File: config.mk
export PLATFORM = sky130hd
export DESIGN_NAME = letter_commit_ctrl
export DESIGN_NICKNAME = d
export VERILOG_FILES = /design/src/rtl/glove_pkg.sv /design/src/rtl/letter_fifo.sv /design/src/rtl/letter_commit_ctrl.sv
export SDC_FILE = /design/constraint.sdc
export NUM_CORES = 1
export LEC_CHECK = 0
export ABC_AREA = 1
export BUFFER_PORTS_ARGS = -buffer_cell sky130_fd_sc_hd__buf_4
export CORE_MARGIN = 5
export CORE_UTILIZATION = 40
export DETAILED_ROUTE_END_ITERATION = 10
export HOLD_SLACK_MARGIN = 0.1
export PLACE_DENSITY = 0.7
export SLEW_MARGIN = 20
export SYNTH_ARGS = -nofsm -noshare
export SYNTH_HDL_FRONTEND = slang
export SYNTH_SLANG_ARGS = --single-unit
File: constraint.sdc
create_clock -name i_clk -period 2 [get_ports i_clk]
set_input_delay 0.3 -clock i_clk [delete_from_list [all_inputs] [get_ports i_clk]]
set_output_delay 0.3 -clock i_clk [all_outputs]
set_load 0.05 [all_outputs]
File: src/rtl/glove_pkg.sv
// Shared types for the glove letter path: letter indices, top-3 candidate frames
// and the commit-sequencer states.
package glove_pkg;

  localparam int IDX_W = 5;

  typedef logic [IDX_W-1:0] letter_t;
  typedef letter_t tops_t [0:2];

  typedef enum logic [1:0] {
    S_IDLE   = 2'd0,
    S_ISSUE  = 2'd1,
    S_WAIT   = 2'd2,
    S_COMMIT = 2'd3
  } state_t;

endpackage

File: src/rtl/letter_fifo.sv
// Output letter FIFO (power-of-two ring). rst_n is the codebase reset: asynchronous,
// active-high. A pop in the same cycle frees room for a push when full.
module letter_fifo
  import glove_pkg::*;
#(
  parameter int FIFO_DEPTH = 8
) (
  input  logic    clk,
  input  logic    rst_n,
  input  logic    clear,
  input  logic    push,
  input  logic    pop,
  input  letter_t din,
  output letter_t head,
  output logic    full,
  output logic    empty
);

  localparam int PTR_W = $clog2(FIFO_DEPTH);
  localparam int CNT_W = PTR_W + 1;

  letter_t          mem_r [FIFO_DEPTH];
  logic [PTR_W-1:0] wr_ptr_r;
  logic [PTR_W-1:0] rd_ptr_r;
  logic [CNT_W-1:0] count_r;
  logic             push_ok_s;
  logic             pop_ok_s;

  assign empty = (count_r == {CNT_W{1'b0}});
  assign full  = (count_r == CNT_W'(FIFO_DEPTH));
  assign head  = empty ? {IDX_W{1'b0}} : mem_r[rd_ptr_r];

  // Accepted push/pop qualifiers
  always_comb begin
    pop_ok_s  = pop & ~empty;
    push_ok_s = push & (~full | pop_ok_s);
  end

  // Pointer and occupancy state; clear flushes without touching storage
  always_ff @(posedge clk or posedge rst_n) begin
    if (rst_n) begin
      wr_ptr_r <= {PTR_W{1'b0}};
      rd_ptr_r <= {PTR_W{1'b0}};
      count_r  <= {CNT_W{1'b0}};
    end else if (clear) begin
      wr_ptr_r <= {PTR_W{1'b0}};
      rd_ptr_r <= {PTR_W{1'b0}};
      count_r  <= {CNT_W{1'b0}};
    end else begin
      if (push_ok_s) wr_ptr_r <= wr_ptr_r + PTR_W'(1);
      if (pop_ok_s)  rd_ptr_r <= rd_ptr_r + PTR_W'(1);
      count_r <= count_r + CNT_W'(push_ok_s) - CNT_W'(pop_ok_s);
    end
  end

  // Letter storage write
  always_ff @(posedge clk) begin
    if (push_ok_s & ~clear) mem_r[wr_ptr_r] <= din;
  end

endmodule

File: src/rtl/letter_commit_ctrl.sv
// Sequences the top-3 dedup checker for one classified frame at a time and commits
// new letters into the output FIFO. i_rst_n is asynchronous and active-high.
module letter_commit_ctrl
  import glove_pkg::*;
#(
  parameter int DEDUP_LAT  = 3,
  parameter int FIFO_DEPTH = 8
) (
  input  logic    i_clk,
  input  logic    i_rst_n,
  input  logic    i_clear,
  input  logic    i_valid,
  output logic    o_ready,
  input  tops_t   i_tops,
  output logic    o_dedup_start,
  output tops_t   o_dedup_tops,
  output tops_t   o_dedup_prev_tops,
  input  logic    i_dedup_next,
  output letter_t o_letter,
  output logic    o_letter_valid,
  input  logic    i_letter_ready,
  output logic    o_overflow,
  output logic    o_busy
);

  localparam int CNT_W = (DEDUP_LAT > 1) ? $clog2(DEDUP_LAT) : 1;

  state_t           state_r;
  state_t           next_s;
  tops_t            cur_r;
  tops_t            prev_r;
  logic             prev_valid_r;
  logic             verdict_r;
  logic             overflow_r;
  logic [CNT_W-1:0] cnt_r;
  logic             accept_s;
  logic             new_s;
  logic             push_s;
  logic             pop_s;
  logic             drop_s;
  logic             full_s;
  logic             empty_s;

  assign o_dedup_tops      = cur_r;
  assign o_dedup_prev_tops = prev_r;
  assign o_overflow        = overflow_r;
  assign o_letter_valid    = ~empty_s;

  // State register
  always_ff @(posedge i_clk or posedge i_rst_n) begin
    if (i_rst_n) state_r <= S_IDLE;
    else         state_r <= next_s;
  end

  // Next-state logic; clear overrides every transition
  always_comb begin
    next_s = state_r;
    if (i_clear) begin
      next_s = S_IDLE;
    end else begin
      case (state_r)
        S_IDLE:   next_s = accept_s ? S_ISSUE : S_IDLE;
        S_ISSUE:  next_s = S_WAIT;
        S_WAIT:   next_s = (cnt_r == {CNT_W{1'b0}}) ? S_COMMIT : S_WAIT;
        S_COMMIT: next_s = S_IDLE;
        default:  next_s = S_IDLE;
      endcase
    end
  end

  // State-decoded outputs and commit qualifiers
  always_comb begin
    o_ready       = (state_r == S_IDLE) & ~i_clear;
    o_busy        = (state_r != S_IDLE);
    o_dedup_start = (state_r == S_ISSUE) & ~i_clear;
    accept_s      = i_valid & o_ready;
    new_s         = verdict_r | ~prev_valid_r;
    pop_s         = ~empty_s & i_letter_ready;
    push_s        = (state_r == S_COMMIT) & new_s & ~i_clear;
    drop_s        = push_s & full_s & ~pop_s;
  end

  // Frame, verdict, wait counter and sticky overflow
  always_ff @(posedge i_clk or posedge i_rst_n) begin
    if (i_rst_n) begin
      cur_r        <= '{default: {IDX_W{1'b0}}};
      prev_r       <= '{default: {IDX_W{1'b0}}};
      prev_valid_r <= 1'b0;
      verdict_r    <= 1'b0;
      overflow_r   <= 1'b0;
      cnt_r        <= {CNT_W{1'b0}};
    end else if (i_clear) begin
      prev_valid_r <= 1'b0;
      verdict_r    <= 1'b0;
      overflow_r   <= 1'b0;
      cnt_r        <= {CNT_W{1'b0}};
    end else begin
      case (state_r)
        S_IDLE: begin
          if (accept_s) cur_r <= i_tops;
        end
        S_ISSUE: begin
          cnt_r <= CNT_W'(DEDUP_LAT - 1);
        end
        S_WAIT: begin
          if (cnt_r == {CNT_W{1'b0}}) verdict_r <= i_dedup_next;
          else                        cnt_r     <= cnt_r - CNT_W'(1);
        end
        S_COMMIT: begin
          prev_r       <= cur_r;
          prev_valid_r <= 1'b1;
          if (drop_s) overflow_r <= 1'b1;
        end
        default: begin
          cnt_r <= {CNT_W{1'b0}};
        end
      endcase
    end
  end

  letter_fifo #(
    .FIFO_DEPTH (FIFO_DEPTH)
  ) u_fifo (
    .clk   (i_clk),
    .rst_n (i_rst_n),
    .clear (i_clear),
    .push  (push_s),
    .pop   (pop_s),
    .din   (cur_r[0]),
    .head  (o_letter),
    .full  (full_s),
    .empty (empty_s)
  );

endmodule

* After elaboration in Yosys (flattened, before gate mapping)
Memories as Yosys holds them, arrays and structs flattened. Index checks and enable logic that the tools add are counted.
Word-level totals: register bits 47, bits in writable memories 40, input port bits 21, output and inout bits 40, word-level logic and storage cells 82, memories kept 1
Operators by class: $add $sub $neg 5, eq/ne operators 5, muxes and demuxes 23, bitwise logic cells 18, reductions and logical operators 16
Memory list:
- u_fifo.mem_r | words 8, bits a word 5, rd ports 1, clocked after Yosys merged registers in 0, wr ports 1, line letter_fifo.sv:22 | letter_t mem_r [FIFO_DEPTH];
Operators with widths (number):
- nonzero test 2 bit | 7
- two-way mux 1 bit | 12
- two-way mux 3 bit | 4
- bitwise AND 1 bit | 11
- one-hot mux 2 bit (4 select lines) | 1
- AND reduction 2 bit | 4
- adder 3 x 1 -> 3 bit, second input constant | 2
- two-way mux 2 bit | 3
- two-way mux 5 bit | 1
- inverter 1 bit | 5
- adder 4 x 1 -> 4 bit | 1
- == test 2 bit, second input constant | 2
- == test 4 bit, second input constant | 1
- logical NOT 2 bit | 2
- logical NOT 4 bit | 1
- two-way mux 4 bit | 1
- one-hot mux 2 bit (2 select lines) | 1
- subtractor 4 x 1 -> 4 bit | 1
- inequality test 3 bit, second input constant | 1
- AND reduction 3 bit | 1
- nonzero test 3 bit | 1
- == test 2 x 1 -> 1 bit, second input constant | 1
- OR 1 bit | 2
- subtractor 2 x 1 -> 2 bit, second input constant | 1

* Logic depth before layout (Yosys ltp)
depth in word-level cells 9, depth in mapped cells 12, gate-level depth less buffers 12

* Modules after synthesis
A second synthesis with hierarchy kept.
Second synthesis, totals: cell total of the unflattened synthesis 422, area total of the unflattened synthesis 4093.9 µm²
By module, submodules not included:
- letter_fifo | times used 1, cells each 235, area an instance 2412.3 µm², seq. area each 1451.4 µm²
- letter_commit_ctrl | times used 1, cells each 187, area an instance 1681.6 µm², seq. area each 925.9 µm²

* Least setup slack after synthesis
Ideal clock, no wire load.
path kind reg2reg, start register u_fifo.count_r[2], end register u_fifo.count_r[2], setup time 0.119 ns, arrival 1.933 ns, required time 1.881 ns, slack -0.052 ns, stages on the path, launching flop included 12, path buffers 0, path through dfrtp_1 inv_1 ha_1 nand2_4 nand2_4 inv_1 nand2_1 o21ai_0 ha_1 fa_1 xnor2_1 nor2_1
Between the ends: cells in the longest elaborated chain, start to end 9, elaborated cells on any way between the ends 11
Ends and longest elaborated chain:
- start: declaration | line letter_fifo.sv:25 | logic [CNT_W-1:0] count_r;
- start signal: assignment | line letter_fifo.sv:44 | count_r <= {CNT_W{1'b0}};
- start signal: assignment | line letter_fifo.sv:48 | count_r <= {CNT_W{1'b0}};
- start signal: assignment | line letter_fifo.sv:52 | count_r <= count_r + CNT_W'(push_ok_s) - CNT_W'(pop_ok_s);
- logical NOT 4 bit * | line letter_fifo.sv:29 | assign empty = (count_r == {CNT_W{1'b0}});
- inverter 1 bit *
- net o_letter_valid | line letter_commit_ctrl.sv:20 | output logic o_letter_valid,
- bitwise AND 1 bit | line letter_commit_ctrl.sv:78 | pop_s = ~empty_s & i_letter_ready;
- bitwise AND 1 bit * | line letter_fifo.sv:35 | pop_ok_s = pop & ~empty;
- OR 1 bit | line letter_fifo.sv:36 | push_ok_s = push & (~full | pop_ok_s);
- bitwise AND 1 bit | line letter_fifo.sv:36
- adder 4 x 1 -> 4 bit | line letter_fifo.sv:52
- subtractor 4 x 1 -> 4 bit * | line letter_fifo.sv:52
- two-way mux 4 bit * | line letter_fifo.sv:45 | end else if (clear) begin
The timed path passes the listed nets; every way through them passes the cells marked *. A chain may end at the register's enable or synchronous reset.

* Worst setup path after layout
start register u_fifo.rd_ptr_r[1], end output o_letter[2]
Between the ends: cells in the longest elaborated chain, start to end 2
Ends and longest elaborated chain:
- start: declaration | line letter_fifo.sv:24 | logic [PTR_W-1:0] rd_ptr_r;
- start signal: assignment | line letter_fifo.sv:43 | rd_ptr_r <= {PTR_W{1'b0}};
- start signal: assignment | line letter_fifo.sv:47 | rd_ptr_r <= {PTR_W{1'b0}};
- start signal: assignment | line letter_fifo.sv:51 | if (pop_ok_s) rd_ptr_r <= rd_ptr_r + PTR_W'(1);
- memory (8 x 5 bit)
- two-way mux 5 bit | line letter_fifo.sv:31 | assign head = empty ? {IDX_W{1'b0}} : mem_r[rd_ptr_r];
- end: declaration | line letter_commit_ctrl.sv:19 | output letter_t o_letter,
No other way between the ends.

==> flow_metrics.env <==
export IMPL_yosys_warnings=0
export IMPL_tightest_slew_ns=0.682
export IMPL_rsz0062_at_grt="yes"
export IMPL_num_rows=36
export IMPL_nFillCells=889
export IMPL_cp_end_kind="output port"
export IMPL_outcome="completed"
export IMPL_critPathTopFamily="flip-flops"
export IMPL_grt_max_degree=33
export IMPL_multi_input_area_um2=1310
export IMPL_drt_pass1_iterations=4
export IMPL_syn_num_nets=431
export IMPL_core_area_um2=9640
export IMPL_clock_latency_ns=0.34
export IMPL_ys_seq_area_frac=0.608
export IMPL_vias_per_cell=4.62
export IMPL_synth_area_um2=3910
export IMPL_grt_pass1_vias=2984
export IMPL_worstReg2RegStart="state_r[1]$_DFF_PP0_"
export IMPL_synth_top_cell_area_share=0.307
export IMPL_grt_overflow=0
export IMPL_p_per_area_nw_per_um2=1490
export IMPL_hpwl_um=5880
export IMPL_hp_class="input pin to flip-flop"
export IMPL_wl_per_cell_um=13.2
export IMPL_ys_types=28
export IMPL_die_y_um=109
export IMPL_utilization=0.509
export IMPL_path_class="flip-flop to output port"
export IMPL_peakVddDrop_v=0.00124
export IMPL_start_util=0.406
export IMPL_grt_pass1_wl_um=14300
export IMPL_drtIter0Drc=150
export IMPL_diodes=0
export IMPL_power_mw=7.32
export IMPL_die_x_um=109
export IMPL_cts_root_buf="clkbuf_8"
export IMPL_cp_max_fo=7
export IMPL_synth_top_area_cell="edfxtp_1"
export IMPL_cp_arrival_ns=1.60
export IMPL_worst_setup_path_start_kind="flip-flop"
export IMPL_slowest_stage="dfrtp_4"
export IMPL_startpoint="u_fifo.rd_ptr_r[1]$_DFFE_PP0P_"
export IMPL_drc=0
export IMPL_regArea_um2=2380
export IMPL_path_clk_slew_ns=0.08
export IMPL_cts_buffer_depth=2
export IMPL_cp_num_buf_inv=2
export IMPL_p_switching_mw=3.30
export IMPL_synth_edf_count=40
export IMPL_synth_seq_cells=87
export IMPL_final_antenna_net_count=0
export IMPL_syn_area_per_cell_um2=9.87
export IMPL_drive_gt1_frac=0.269
export IMPL_numCtsBuffers=9
export IMPL_synthTopCellsByCount="80 x nand2_1, 53 x nor2_1, 49 x inv_1"
export IMPL_comb_power_share=0.480
export IMPL_crit_top_cell="nor2_2"
export IMPL_seq_power_share=0.355
export IMPL_slew_headroom=0.545
export IMPL_p_sw_frac=0.451
export IMPL_slew_viol_final=0
export IMPL_async_reset_ff_frac=0.540
export IMPL_pwr_share_clk=0.164
export IMPL_dpl_cell_count=593
export IMPL_critPathRequiredTime_ns=1.70
export IMPL_dieArea_um2=11800
export IMPL_min_period_ns=1.90
export IMPL_synth_area_leaders="edfxtp_1 31%, dfrtp_1 30%, nand2_1 7.7%, nor2_1 5.1%, inv_1 4.7%"
export IMPL_yosysMostFrequentCell="nand2_1"
export IMPL_skew_ns=0.00959
export IMPL_final_cells=613
export IMPL_hold_viol=0
export IMPL_cts_tree="built"
export IMPL_cts_sinks=87
export IMPL_io_buffer_count=60
export IMPL_fin_crit_sh=0.950
export IMPL_final_setup_viol_count=0
export IMPL_dr_total_vias=2832
export IMPL_netlist_instances=396
export IMPL_track_usage=0.154
export IMPL_maxCapViolCount=0
export IMPL_max_freq_mhz=527
export IMPL_ios=61
export IMPL_areaGrowthSynthToFinish_pct=25.6
export IMPL_grt_antenna_before_repair=0
export IMPL_p_leak_nw=2.31
export IMPL_routed_wl_um=8120
export IMPL_min_from="i_tops[8]"
export IMPL_power_internal_mw=4.02
export IMPL_htreeDepth=3
export IMPL_place_gp_congestion=0.780
export IMPL_fin_nets=510
export IMPL_max_stage_delay_ns=0.52
export IMPL_worstPathCellList="buf_12, nor2_2, nand2_1, nand3_2, nand2_2, nor2_2, buf_6"
export IMPL_synth_flop_cell="dfrtp_1"
## sequential cells by signal, summed over array words and instances (netlist names)
register           flops
u_fifo.wr_ptr_r        3
o_overflow             1
state_r                2
cnt_r                  2
prev_valid_r           1
u_fifo.mem_r          40
o_dedup_tops          15
u_fifo.count_r         4
o_dedup_prev_tops     15
u_fifo.rd_ptr_r        3
verdict_r              1
## tightest hold or removal path: cells and delay by family
family	cells	cell delay, ns
simple gates	2	0.13
buf+inv	1	0.08
## final timing paths
path,endpoint,slack [ns],cells past startpoint
setup / recovery,o_letter[2],0.10,7
hold / removal,o_dedup_tops[8]$_DFFE_PP0P_,0.19,3
setup reg to reg,u_fifo.count_r[1]$_DFF_PP0_,0.11,9
hold reg to reg,o_dedup_prev_tops[8]$_DFFE_PP0P_,0.50,2
max in group asynchronous,o_dedup_prev_tops[1]$_DFFE_PP0P_,0.78,4
min in group asynchronous,o_dedup_tops[7]$_DFFE_PP0P_,0.62,3
## cell families (layout without fill, tap and decap cells)
family / after synthesis / in the layout / synth area share
buffers and inverters: 66 / 150 / 0.0723
and+or+nand+nor: 178 / 178 / 0.204
DFF: 87 / 87 / 0.608
AOI/OAI and AO/OA: 48 / 48 / 0.0624
xor gates and xnor gates: 3 / 3 / 0.00672
adders and majority gates: 14 / 14 / 0.0467
## power groups by stage
stage                     clock [mW]  sequential, mW  combinational, mW
after floorplan                    0            3.41               1.57
after global placement             0            2.63               3.33
after detailed placement           0            2.64               3.38
after CTS                       1.24            2.61               3.39
after global routing            1.32            2.66               3.84
final                           1.20            2.60               3.52
## layout by cell type (no fill, tap or decap), drive strengths merged
cell / n
nor3: 8
buf: 81
xnor2: 1
inv: 54
nand3: 26
clkinv: 3
nand2: 86
edfxtp: 40
nor2: 56
dfrtp: 47
dlygate4sd3: 1
bufinv: 1
xor2: 2
ha: 13
nand4: 1
a21oi: 15
clkbuf: 10
fa: 1
o21ai: 33
nor3b: 1
## per-layer routing
| layer | part of all wire | track usage |
|---|---|---|
| met1 | 0.43 | 0.194 |
| met2 | 0.48 | 0.249 |
| met3 | 0.089 | 0.0639 |
| met4 | 0.0048 | 0.0379 |
| met5 | 0 | 0 |
## cell type report
class | instances | share of cell area
clock inverters | 6 | 0.0135
multi-input cells | 243 | 0.266
repair buffers | 82 | 0.134
clock buffers | 10 | 0.0260
flip-flops and latches | 87 | 0.485
inverters | 52 | 0.0413
well taps | 133 | 0.0339
## metrics by stage
step | worst slack, ns | hold slack, ns | setup TNS (ns) | cell area [um^2]
2_1_floorplan | 0.000795 | 0.445 | 0 | 3940
3_5_place_dp | -0.0291 | 0.460 | -0.0291 | 4600
4_1_cts | 0.00384 | 0.173 | 0 | 4810
5_1_grt | -0.0146 | 0.189 | -0.0279 | 4910
6_report | 0.101 | 0.190 | 0 | 4910
3_3_place_gp | 0.0577 | 0.447 | 0 | 4600
## repair_timing
action / CTS / global route
endpoints found under the setup margin: 7 / 7
hold buffers: 1 / 0
setup buffers: 0 / 3
endpoints found under the hold margin: 30 / 0
pin swaps: 0 / 5
resized for setup: 3 / 27
Power figures use the tool's default switching activity.
